$ cat src/rtl/mem_bridge_pkg.sv
// Shared LC-3b bus types plus the bridge state encoding and the timeout read-back word.
package lc3b_types;

  typedef logic [15:0] lc3b_word;
  typedef logic [1:0]  lc3b_mem_wmask;

  typedef enum logic [1:0] {
    MB_IDLE = 2'd0,
    MB_BUSY = 2'd1,
    MB_DONE = 2'd2
  } mem_bridge_state;

  localparam lc3b_word MEM_ERR_DATA = 16'hDEAD;

  // Physical memory is word addressed; the byte-select bit is carried by the lane mask.
  function automatic lc3b_word word_align(input lc3b_word addr);
    return {addr[15:1], 1'b0};
  endfunction

endpackage

$ cat src/rtl/mem_bridge_if.sv
// Upstream (control/MAR/MDR) and physical-memory signals of the bridge.
// mem_error exists only when MEM_TIMEOUT_EN is defined.
interface mem_bridge_if;
  import lc3b_types::*;

  logic          mem_read;
  logic          mem_write;
  lc3b_mem_wmask mem_byte_enable;
  lc3b_word      mem_address;
  lc3b_word      mem_wdata;
  logic          mem_resp;
  lc3b_word      mem_rdata;

  logic          pmem_read;
  logic          pmem_write;
  lc3b_word      pmem_address;
  lc3b_word      pmem_wdata;
  lc3b_mem_wmask pmem_byte_enable;
  logic          pmem_resp;
  lc3b_word      pmem_rdata;

`ifdef MEM_TIMEOUT_EN
  logic          mem_error;

  modport master (
    output mem_read, mem_write, mem_byte_enable, mem_address, mem_wdata,
    input  mem_resp, mem_rdata, mem_error,
    input  pmem_read, pmem_write, pmem_address, pmem_wdata, pmem_byte_enable,
    output pmem_resp, pmem_rdata
  );

  modport slave (
    input  mem_read, mem_write, mem_byte_enable, mem_address, mem_wdata,
    output mem_resp, mem_rdata, mem_error,
    output pmem_read, pmem_write, pmem_address, pmem_wdata, pmem_byte_enable,
    input  pmem_resp, pmem_rdata
  );
`else
  modport master (
    output mem_read, mem_write, mem_byte_enable, mem_address, mem_wdata,
    input  mem_resp, mem_rdata,
    input  pmem_read, pmem_write, pmem_address, pmem_wdata, pmem_byte_enable,
    output pmem_resp, pmem_rdata
  );

  modport slave (
    input  mem_read, mem_write, mem_byte_enable, mem_address, mem_wdata,
    output mem_resp, mem_rdata,
    output pmem_read, pmem_write, pmem_address, pmem_wdata, pmem_byte_enable,
    input  pmem_resp, pmem_rdata
  );
`endif

endinterface

$ cat src/rtl/mem_bridge_watchdog.sv
// mem_watchdog: counts consecutive BUSY cycles and flags the last one before abort.
// Instantiated by mem_bridge only when MEM_TIMEOUT_EN is defined.
module mem_watchdog #(
  parameter logic [7:0] LIMIT = 8'd255
) (
  input  logic clk,
  input  logic rst,
  input  logic run,
  output logic expired
);

  logic [7:0] count;

  // Leaving BUSY clears the count, so every new BUSY entry starts from zero.
  always_ff @(posedge clk) begin
    if (rst || !run) count <= 8'd0;
    else             count <= count + 8'd1;
  end

  assign expired = run && (count == LIMIT - 8'd1);

endmodule

$ cat src/rtl/mem_bridge.sv
// mem_bridge: single-outstanding IDLE/BUSY/DONE bridge from LC-3b control to physical memory.
// Define MEM_TIMEOUT_EN to abort BUSY after TIMEOUT_CYCLES and raise a sticky mem_error.
module mem_bridge
  import lc3b_types::*;
#(
  parameter int unsigned TIMEOUT_CYCLES = 255
) (
  input logic         clk,
  input logic         rst,
  mem_bridge_if.slave bus
);

  localparam logic [1:0] IDLE = MB_IDLE;
  localparam logic [1:0] BUSY = MB_BUSY;
  localparam logic [1:0] DONE = MB_DONE;

  if (TIMEOUT_CYCLES < 1 || TIMEOUT_CYCLES > 255) begin : g_bad_timeout
    $error("mem_bridge: TIMEOUT_CYCLES must be within 1..255");
  end

  logic [1:0]    state;
  lc3b_word      addr_q;
  lc3b_word      wdata_q;
  lc3b_word      rdata_q;
  lc3b_mem_wmask mask_q;
  logic          write_q;
  logic          expired;

`ifdef MEM_TIMEOUT_EN
  logic error_q;

  mem_watchdog #(
    .LIMIT (8'(TIMEOUT_CYCLES))
  ) u_watchdog (
    .clk     (clk),
    .rst     (rst),
    .run     (state == BUSY),
    .expired (expired)
  );

  always_ff @(posedge clk) begin
    if (rst)                                       error_q <= 1'b0;
    else if (state == BUSY && !bus.pmem_resp && expired) error_q <= 1'b1;
  end

  assign bus.mem_error = error_q;
`else
  assign expired = 1'b0;
`endif

  // NOTE: all state and latched fields use non-blocking assignments so every
  // branch sees the pre-edge values regardless of statement order.
  always_ff @(posedge clk) begin
    if (rst) begin
      state   <= IDLE;
      addr_q  <= '0;
      wdata_q <= '0;
      rdata_q <= '0;
      mask_q  <= '0;
      write_q <= 1'b0;
    end else begin
      case (state)
        IDLE: begin
          if (bus.mem_read || bus.mem_write) begin
            addr_q  <= word_align(bus.mem_address);
            wdata_q <= bus.mem_wdata;
            mask_q  <= bus.mem_byte_enable;
            write_q <= bus.mem_write;
            // A write with no lanes enabled has nothing to do in memory.
            state   <= (bus.mem_write && bus.mem_byte_enable == 2'b00) ? DONE : BUSY;
          end
        end
        BUSY: begin
          if (bus.pmem_resp) begin
            if (!write_q) rdata_q <= bus.pmem_rdata;
            state <= DONE;
          end else if (expired) begin
            rdata_q <= MEM_ERR_DATA;
            state   <= DONE;
          end
        end
        DONE:    state <= IDLE;
        default: state <= IDLE;
      endcase
    end
  end

  assign bus.pmem_read        = (state == BUSY) && !write_q;
  assign bus.pmem_write       = (state == BUSY) &&  write_q;
  assign bus.pmem_address     = addr_q;
  assign bus.pmem_wdata       = wdata_q;
  assign bus.pmem_byte_enable = mask_q;
  assign bus.mem_resp         = (state == DONE);
  assign bus.mem_rdata        = rdata_q;

endmodule

$ cat src/flat_wrapper.sv
// flat-port wrapper written by rule: the top's interface ports become plain ports
module mem_bridge_flat import lc3b_types::*;
#(
  parameter int unsigned TIMEOUT_CYCLES = 255
)
  (clk, rst, bus_mem_read, bus_mem_write, bus_mem_byte_enable, bus_mem_address, bus_mem_wdata, bus_mem_resp, bus_mem_rdata, bus_pmem_read, bus_pmem_write, bus_pmem_address, bus_pmem_wdata, bus_pmem_byte_enable, bus_pmem_resp, bus_pmem_rdata);
  mem_bridge_if bus_i ();
  input logic clk;
  input logic rst;
  input wire logic [$bits(bus_i.mem_read)-1:0] bus_mem_read;
  input wire logic [$bits(bus_i.mem_write)-1:0] bus_mem_write;
  input wire logic [$bits(bus_i.mem_byte_enable)-1:0] bus_mem_byte_enable;
  input wire logic [$bits(bus_i.mem_address)-1:0] bus_mem_address;
  input wire logic [$bits(bus_i.mem_wdata)-1:0] bus_mem_wdata;
  output wire logic [$bits(bus_i.mem_resp)-1:0] bus_mem_resp;
  output wire logic [$bits(bus_i.mem_rdata)-1:0] bus_mem_rdata;
  output wire logic [$bits(bus_i.pmem_read)-1:0] bus_pmem_read;
  output wire logic [$bits(bus_i.pmem_write)-1:0] bus_pmem_write;
  output wire logic [$bits(bus_i.pmem_address)-1:0] bus_pmem_address;
  output wire logic [$bits(bus_i.pmem_wdata)-1:0] bus_pmem_wdata;
  output wire logic [$bits(bus_i.pmem_byte_enable)-1:0] bus_pmem_byte_enable;
  input wire logic [$bits(bus_i.pmem_resp)-1:0] bus_pmem_resp;
  input wire logic [$bits(bus_i.pmem_rdata)-1:0] bus_pmem_rdata;
  assign bus_i.mem_read = bus_mem_read;
  assign bus_i.mem_write = bus_mem_write;
  assign bus_i.mem_byte_enable = bus_mem_byte_enable;
  assign bus_i.mem_address = bus_mem_address;
  assign bus_i.mem_wdata = bus_mem_wdata;
  assign bus_mem_resp = bus_i.mem_resp;
  assign bus_mem_rdata = bus_i.mem_rdata;
  assign bus_pmem_read = bus_i.pmem_read;
  assign bus_pmem_write = bus_i.pmem_write;
  assign bus_pmem_address = bus_i.pmem_address;
  assign bus_pmem_wdata = bus_i.pmem_wdata;
  assign bus_pmem_byte_enable = bus_i.pmem_byte_enable;
  assign bus_i.pmem_resp = bus_pmem_resp;
  assign bus_i.pmem_rdata = bus_pmem_rdata;
  mem_bridge #(.TIMEOUT_CYCLES(TIMEOUT_CYCLES)) u_core (.clk(clk), .rst(rst), .bus(bus_i));
endmodule
$ cat config.mk
export PLATFORM = sky130hd
export DESIGN_NAME = mem_bridge_flat
export DESIGN_NICKNAME = d
export VERILOG_FILES = /design/src/rtl/mem_bridge_pkg.sv /design/src/rtl/mem_bridge_if.sv /design/src/rtl/mem_bridge_watchdog.sv /design/src/rtl/mem_bridge.sv /design/src/flat_wrapper.sv
export SDC_FILE = /design/constraint.sdc
export NUM_CORES = 1
export LEC_CHECK = 0
export CORE_ASPECT_RATIO = 0.7
export CORE_UTILIZATION = 38
export DETAILED_ROUTE_END_ITERATION = 7
export PLACE_DENSITY = 0.8
export SETUP_SLACK_MARGIN = 0.5
export SLEW_MARGIN = 0
export SYNTH_ARGS = -nofsm -noshare
export SYNTH_HDL_FRONTEND = slang
export SYNTH_HIERARCHICAL = 1
export SYNTH_SLANG_ARGS = --single-unit
$ cat constraint.sdc
create_clock -name clk -period 1.9 [get_ports clk]
set_clock_uncertainty 0.2 [all_clocks]
set_input_delay 0.475 -clock clk [delete_from_list [all_inputs] [get_ports clk]]
set_output_delay 0.475 -clock clk [all_outputs]
set_load 0.01 [all_outputs]
Word level (Yosys, flattened, before mapping)
Index checks and enable logic that the tools add are counted.
W data, S select, Z words.
{"block": "word_totals", "input_bits": 55, "elab_cells": 25, "out_inout_bits": 53, "reg_bits": 52}
{"block": "op_classes", "mux": 4, "n_reduce_logical": 10, "eq_ne": 4, "n_bitwise": 1}
{"cell": "$mux W2", "n": 3}
{"cell": "$logic_not A2 Y1", "n": 2}
{"cell": "$pmux W2 S2", "n": 1}
{"cell": "$reduce_and A2 Y1", "n": 2}
{"cell": "$logic_and A1 B1 Y1", "n": 3}
{"cell": "$reduce_and A3 Y1", "n": 1}
{"cell": "$eq A2 B1 Y1 const B", "n": 1}
{"cell": "$eq A2 B2 Y1 const B", "n": 1}
{"cell": "$ne A2 B1 Y1 const B", "n": 1}
{"cell": "$ne A2 B2 Y1 const B", "n": 1}
{"cell": "$logic_not A1 Y1", "n": 1}
{"cell": "$logic_or A1 B1 Y1", "n": 1}
{"cell": "$not A1 Y1", "n": 1}

Depth between registers and ports, before layout
Gate-level depths: netlist (run 1).
{"block": "depth", "ltp_word": 5, "depth_mapped": 5, "depth_no_buf": 3}

Least setup slack after synthesis (run 1)
OpenSTA, ideal clock, no wires.
{"block": "synth_timing", "path_kind": "reg-to-output", "from": "register u_core.state[0]", "to": "output bus_pmem_read", "setup_slack_ns": 0.336, "path_stages_with_launch": 3, "required_ns": 1.225, "path_buffers": 0, "arrival_time_ns": 0.889, "cell_sequence": "dfxtp_1 or2b_2 nor2_1"}
{"block": "synth_via", "elab_chain_cells": 2}
{"element": "start, declared", "line": "mem_bridge.sv:21", "source": "logic [1:0] state;"}
{"element": "start signal, assigned", "line": "mem_bridge.sv:70", "source": "state <= (bus.mem_write && bus.mem_byte_enable == 2'b00) ? DONE : BUSY;"}
{"element": "$eq A2 B1 Y1", "line": "mem_bridge.sv:88", "source": "assign bus.pmem_read = (state == BUSY) && !write_q;"}
{"element": "$logic_and A1 B1 Y1", "line": "mem_bridge.sv:88"}
{"element": "end, declared", "line": "flat_wrapper.sv:17", "source": "output wire logic [$bits(bus_i.pmem_read)-1:0] bus_pmem_read;"}
Every way passes these cells.

Worst setup path after layout (run 1)
{"block": "layout_timing", "from": "register u_core.state[0]", "to": "output bus_pmem_write"}
{"block": "layout_via", "elab_chain_cells": 2}
{"element": "$eq A2 B1 Y1", "line": "mem_bridge.sv:89", "source": "assign bus.pmem_write = (state == BUSY) && write_q;"}
{"element": "$logic_and A1 B1 Y1", "line": "mem_bridge.sv:89"}
{"element": "end, declared", "line": "flat_wrapper.sv:18", "source": "output wire logic [$bits(bus_i.pmem_write)-1:0] bus_pmem_write;"}
Every way passes these cells.

==> metrics.txt, run 1 <==
critical path endpoint category=output port; area of the core region=0.00491 mm²; critical path cell sequence=or2b_4 -> nor2_4 -> buf_6; syn nets=299; crit-path leading delay family=simple AND/OR/NAND/NOR gates; clock latency on the worst-skew pair=300 ps; CTS tree=built; DR WL/cell=19.9 µm; Primary FF master, synth=dfxtp_1; post-synthesis to final-layout area growth=111%; fmax=534 MHz; depth of the CTS H-tree=2; Final Cycle Share=98.6%; DIE AREA=0.00555 mm²; Fin Setup TNS=0 ps; hold_buf cts=0; pwr dens=741 mW/mm²; Worst-path clk slew=100 ps; Synth area leaders=dfxtp_1, a21oi_1, nand3_1, o21ai_0, nand2_1; layout cells sized above 1=61.5%; ANT cells=0; Post-Syn Area=0.00200 mm²; crit-path max FO=3; Setup Viol. Count Final=0; sequential area share after synthesis=52.2%; die width=88.6 µm; Synth Warn #=6; CTS Root Cell=clkbuf_8; pre-CTS setup slack=-104 ps; Sink Count=52; Placer Congestion=0.713; max-slew violation count=0; syn_area_per_cell=8.18 µm²; async set or reset register ratio after synthesis=0%; Vias per Instance=5.46; Yosys cell types=25; Inserted Clock Buffers=5; Setup CP Type=reg2out; Post-Syn Instances=244; startpoint types=flip-flop; Boundary Pins=108; number of synthesized register bits=52; DRT iter0 DRCs=254; WL final=8900 µm; unrepaired setup endpoints after global routing=yes; Final Hold Fails=0; worst hold path stage count=2; Worst Path Buf+Inv=1; first-pass GRT wire length=11,100 µm; status=finished clean; vias in the first global route=2,264; Port Buffers=105; crit path max-delay cell type=dfxtp_2; area of the multi-input gates=0.00124 mm²; Initial DRT Pass Iterations=4; ANT nets after route=0; Peak supply drop=0.515 mV; Starting Density=40.6%; max_cap viols=0; Worst path depth=3; cell accounting for the most synthesized area=dfxtp_1; Rows=21; final setup margin=27.5 ps; initial antenna violation count=0; Lkg Pwr=1.66 nW; Worst Path Required=1220 ps; path depth of the worst reg2reg path=8; DRC violations left=0; top cells by count, synth=dfxtp_1, a21oi_1, nand2_1, nand3_1, o21ai_0; total number of vias=2,448; GRT Residual Overflow=0; max incr delay on CP=360 ps; FF+latch area=0.00110 mm²; Post-DP HPWL=4070 µm; Fill cells=248; largest net degree at the start of global routing=21; Crit path arrival time=1200 ps; top-count cell post-synth=dfxtp_1; gr usage total=26.4%; die height=62.6 µm; post-layout min period=1870 ps; Post-synth EDFFs=0; Hold Path Class=reg2reg; Longest Clk Path Bufs=2; Layout Nets=433; top-area cell type share of the netlist area=52.2%
==> final timing paths <==
path                                start                        to  slack, ps
setup / recovery          u_core/state[0]            bus_pmem_write         30
hold / removal    u_core/bus.mem_rdata[7]   u_core/bus.mem_rdata[7]        270
setup reg to reg          u_core/state[0]  u_core/bus.pmem_wdata[4]        160
hold reg to reg   u_core/bus.mem_rdata[7]   u_core/bus.mem_rdata[7]        270
==> sequential cells by signal, summed over array words and instances, names as in the netlist <==
signal                       cells
u_core/write_q                   1
u_core/bus.pmem_wdata           16
u_core/bus.pmem_byte_enable      2
u_core/bus.mem_rdata            16
u_core/state                     2
u_core/bus.pmem_address         15
==> repair_timing <==
action,4_1_cts,5_1_grt
setup buffers,14,11
resized for setup,360,77
setup endpoints to repair,104,104
pin swaps,14,33
gates cloned,7,1
==> power breakdown <==
part	switching, mW	internal, mW
logic	0.463	0.578
clock network	0.373	0.465
registers	0.0593	1.19
total	0.895	2.23
==> layout make-up <==
class,count,share of cell area [%]
clock buffer,7,2.29
clock inverter,1,0.712
inverter,1,0.0890
multi-input combinational,168,29.5
sequential,52,26.2
tap,69,2.05
timing repair buffer,150,39.2
==> metal layers <==
| metal | vias to the layer above | GRT usage, % | part of all wire [%] |
|---|---|---|---|
| met4 | 0 | 6.85 | 3.2 |
| met2 | 126 | 45.7 | 49 |
| met5 | - | 0 | 0 |
| li1 | 1115 | - | - |
| met1 | 1181 | 31.0 | 39 |
| met3 | 26 | 8.85 | 8.9 |
==> logic make-up (layout without fill, tap and decap cells) <==
kind of cell    after synthesis  count (layout)  synth area share [%]
compound gates               85              85                  21.7
buf+inv                      26             159                  6.58
flops                        52              52                  52.2
mux                           1               1                 0.502
other cells                   1               1                 0.188
simple gates                 79              81                  18.9
==> layout by cell type (no fill, tap or decap), types with 2 or more instances in the layout <==
master,synthesis,routed
buf_4,2,19
dlygate4sd2_1,0,3
buf_16,0,3
buf_12,0,5
dfxtp_1,52,2
nor2_4,0,4
nand3_1,33,6
buf_2,4,2
o21ai_1,0,20
clkbuf_8,0,7
dfxtp_2,0,50
nand3_4,0,11
o21ai_2,0,7
a21oi_2,0,30
clkdlybuf4s50_1,0,47
nand3_2,0,16
or2_4,0,3
nand2_1,33,33
buf_6,2,67
o21ai_0,33,6
a21oi_1,50,20
dlymetal6s2s_1,0,2
==> worst reg2reg max path, stage by stage (launching register included) <==
cell     delay, ps
dfxtp_2        350
buf_6          130
buf_6          110
nor2_4         160
buf_6          160
buf_6          110
buf_12         130
nand3_1        120
a21oi_1        190
==> metrics by stage <==
step	power (mW)	hold WS (ps)	instances	instance area, µm²	util (%)
after floorplan	1.52	281	244	2120	-
after global placement	1.85	241	407	3220	65.6
after detailed placement	1.87	248	407	3220	65.6
after CTS	2.92	266	436	3780	76.9
after global routing	3.23	273	448	4220	85.8
final	3.12	269	448	4220	85.8
Power figures use the tool's default switching activity.
==> run 2: changes to the inputs <==
--- a/config.mk
+++ b/config.mk
@@ -8,6 +8,8 @@
 export CORE_ASPECT_RATIO = 0.7
 export CORE_UTILIZATION = 38
 export DETAILED_ROUTE_END_ITERATION = 7
+export GPL_ROUTABILITY_DRIVEN = 0
+export HOLD_SLACK_MARGIN = 0.12
 export PLACE_DENSITY = 0.8
 export SETUP_SLACK_MARGIN = 0.5
 export SLEW_MARGIN = 0
==> results of run 2 <==
The final DEF is identical to that of run 1; final timing and power are the same.
==> run 3: changes to the inputs <==
--- a/config.mk
+++ b/config.mk
@@ -10,8 +10,9 @@
 export DETAILED_ROUTE_END_ITERATION = 7
 export GPL_ROUTABILITY_DRIVEN = 0
 export HOLD_SLACK_MARGIN = 0.12
-export PLACE_DENSITY = 0.8
+export PLACE_DENSITY = 0.84
 export SETUP_SLACK_MARGIN = 0.5
+export SKIP_CTS_REPAIR_TIMING = 1
 export SLEW_MARGIN = 0
 export SYNTH_ARGS = -nofsm -noshare
 export SYNTH_HDL_FRONTEND = slang
==> run 3 against run 2 <==
Net effect: highest routed layer unchanged; via count decreased by 4.7%; flip-flop and latch count unchanged; critical path depth unchanged; critical endpoint unchanged.
==> metrics.txt, run 3 (synthesis gave the netlist of run 1 again) <==
status=finished clean (unchanged); Lkg Pwr=1.50 nW (was 1.66 nW); crit path from=u_core/state[0] (unchanged); layout cells sized above 1=59.5% (was 61.5%); Crit path arrival time=1150 ps (was 1200 ps); reg2reg start=u_core/state[0] (unchanged); Placement Cell Area=0.00322 mm² (about the same); power share of the sequential group=43.2% (was 39.9%); ANT cells=0 (unchanged); Setup CP Type=reg2out (unchanged); die width=88.6 µm (unchanged); Boundary Pins=108 (unchanged); Vias per Instance=5.46 (about the same); Hold Path Class=reg2reg (unchanged); gr usage total=22.5% (was 26.4%); Sink Count=52 (unchanged); unrepaired setup endpoints after global routing=yes (unchanged); Hold Slack=267 ps (was 269 ps); Port Buffers=105 (unchanged); CTS tree=built (unchanged); most frequent cells in the layout=buf_6, dfxtp_2, clkdlybuf4s50_1 (unchanged); largest net degree at the start of global routing=34 (was 21); final setup margin=78.6 ps (was 27.5 ps); Setup Viol. Count Final=0 (unchanged); ANT nets after route=0 (unchanged); Comb power frac=28.8% (was 33.3%); DIE AREA=0.00555 mm² (unchanged); DRC violations left=0 (unchanged); DRT iter0 DRCs=141 (was 254); total number of vias=2,333 (was 2,448); hold_sp=u_core/bus.pmem_wdata[10] (was u_core/bus.mem_rdata[7]); Final Cycle Share=95.9% (was 98.6%); post-route design area=0.00389 mm² (was 0.00422 mm²); clock network power share=27.9% (was 26.8%); post-synthesis to final-layout area growth=95.0% (was 111%); Worst Path Required=1220 ps (about the same); DR WL/cell=18.5 µm (was 19.9 µm); initial antenna violation count=0 (unchanged); switching pwr=0.842 mW (was 0.895 mW); Post-DP HPWL=4180 µm (was 4070 µm); Post-Layout Cell Count=427 (was 448); Layout Nets=412 (was 433); pre-CTS setup slack=-112 ps (was -104 ps); crit-path max FO=3 (unchanged); max-slew violation count=0 (unchanged); post-layout min period=1820 ps (was 1870 ps); Peak supply drop=0.476 mV (was 0.515 mV); Int Power=2.07 mW (was 2.23 mW); fmax=549 MHz (was 534 MHz); clock latency on the worst-skew pair=310 ps (was 300 ps); WL final=7880 µm (was 8900 µm); Starting Density=40.6% (unchanged); commonest non-fill, non-tap cell in the layout=buf_6 (unchanged); max_cap viols=0 (unchanged); Final Hold Fails=0 (unchanged); critical path endpoint category=output port (unchanged); power consumption=2.92 mW (was 3.12 mW); first-pass GRT wire length=9720 µm (was 11,100 µm); Final Util=79.2% (was 85.8%); vias in the first global route=2,133 (was 2,264); sw frac=28.9% (was 28.7%); die height=62.6 µm (unchanged); Rows=21 (unchanged); placed cells=408 (was 407); Longest Clk Path Bufs=2 (unchanged); pwr dens=749 mW/mm² (was 741 mW/mm²); startpoint types=flip-flop (unchanged); Inserted Clock Buffers=5 (unchanged); Worst-path clk slew=100 ps (about the same); Fin Setup TNS=0 ps (unchanged); depth of the CTS H-tree=2 (unchanged); CTS Root Cell=clkbuf_8 (unchanged); Initial DRT Pass Iterations=4 (unchanged); area of the core region=0.00491 mm² (unchanged); GRT Residual Overflow=0 (unchanged)
==> run 3: layout make-up <==
type                       instances  area (µm²)
clock inverter                     2        38.8
clock buffer                       6        82.6
timing repair buffer             129        1420
fill                             306        1020
sequential                        52        1100
inverter                           1        3.75
tap                               69        86.3
multi-input combinational        168        1160
==> run 3: power groups by stage <==
stage / clock (mW) / combinational [mW] / sequential [mW]
after CTS: 0.817 / 0.632 / 1.21
after floorplan: 0 / 0.254 / 1.27
after global placement: 0 / 0.617 / 1.23
final: 0.814 / 0.841 / 1.26
after detailed placement: 0 / 0.628 / 1.23
after global routing: 0.879 / 0.892 / 1.27
==> run 3: routing by layer <==
layer / GRT usage [%] / vias to the layer above / share of wire [%]
met4: 9.48 / 0 / 3.0
li1: - / 1070 / -
met2: 37.0 / 103 / 52
met5: 0 / - / 0
met1: 26.7 / 1136 / 38
met3: 7.27 / 24 / 7.3
==> run 3: worst paths after layout <==
path,endpoint,slack (ps),cells past startpoint
setup reg to reg,u_core/bus.pmem_wdata[9],320,6
hold reg to reg,u_core/bus.pmem_wdata[10],270,2
hold / removal,u_core/bus.pmem_wdata[10],270,2
setup / recovery,bus_pmem_write,80,3
==> run 3: critical path, cell delays in order, from the launching register on <==
cell and delay [ps]:
dfxtp_2 350, or2b_4 300, nor2_4 90, buf_6 100
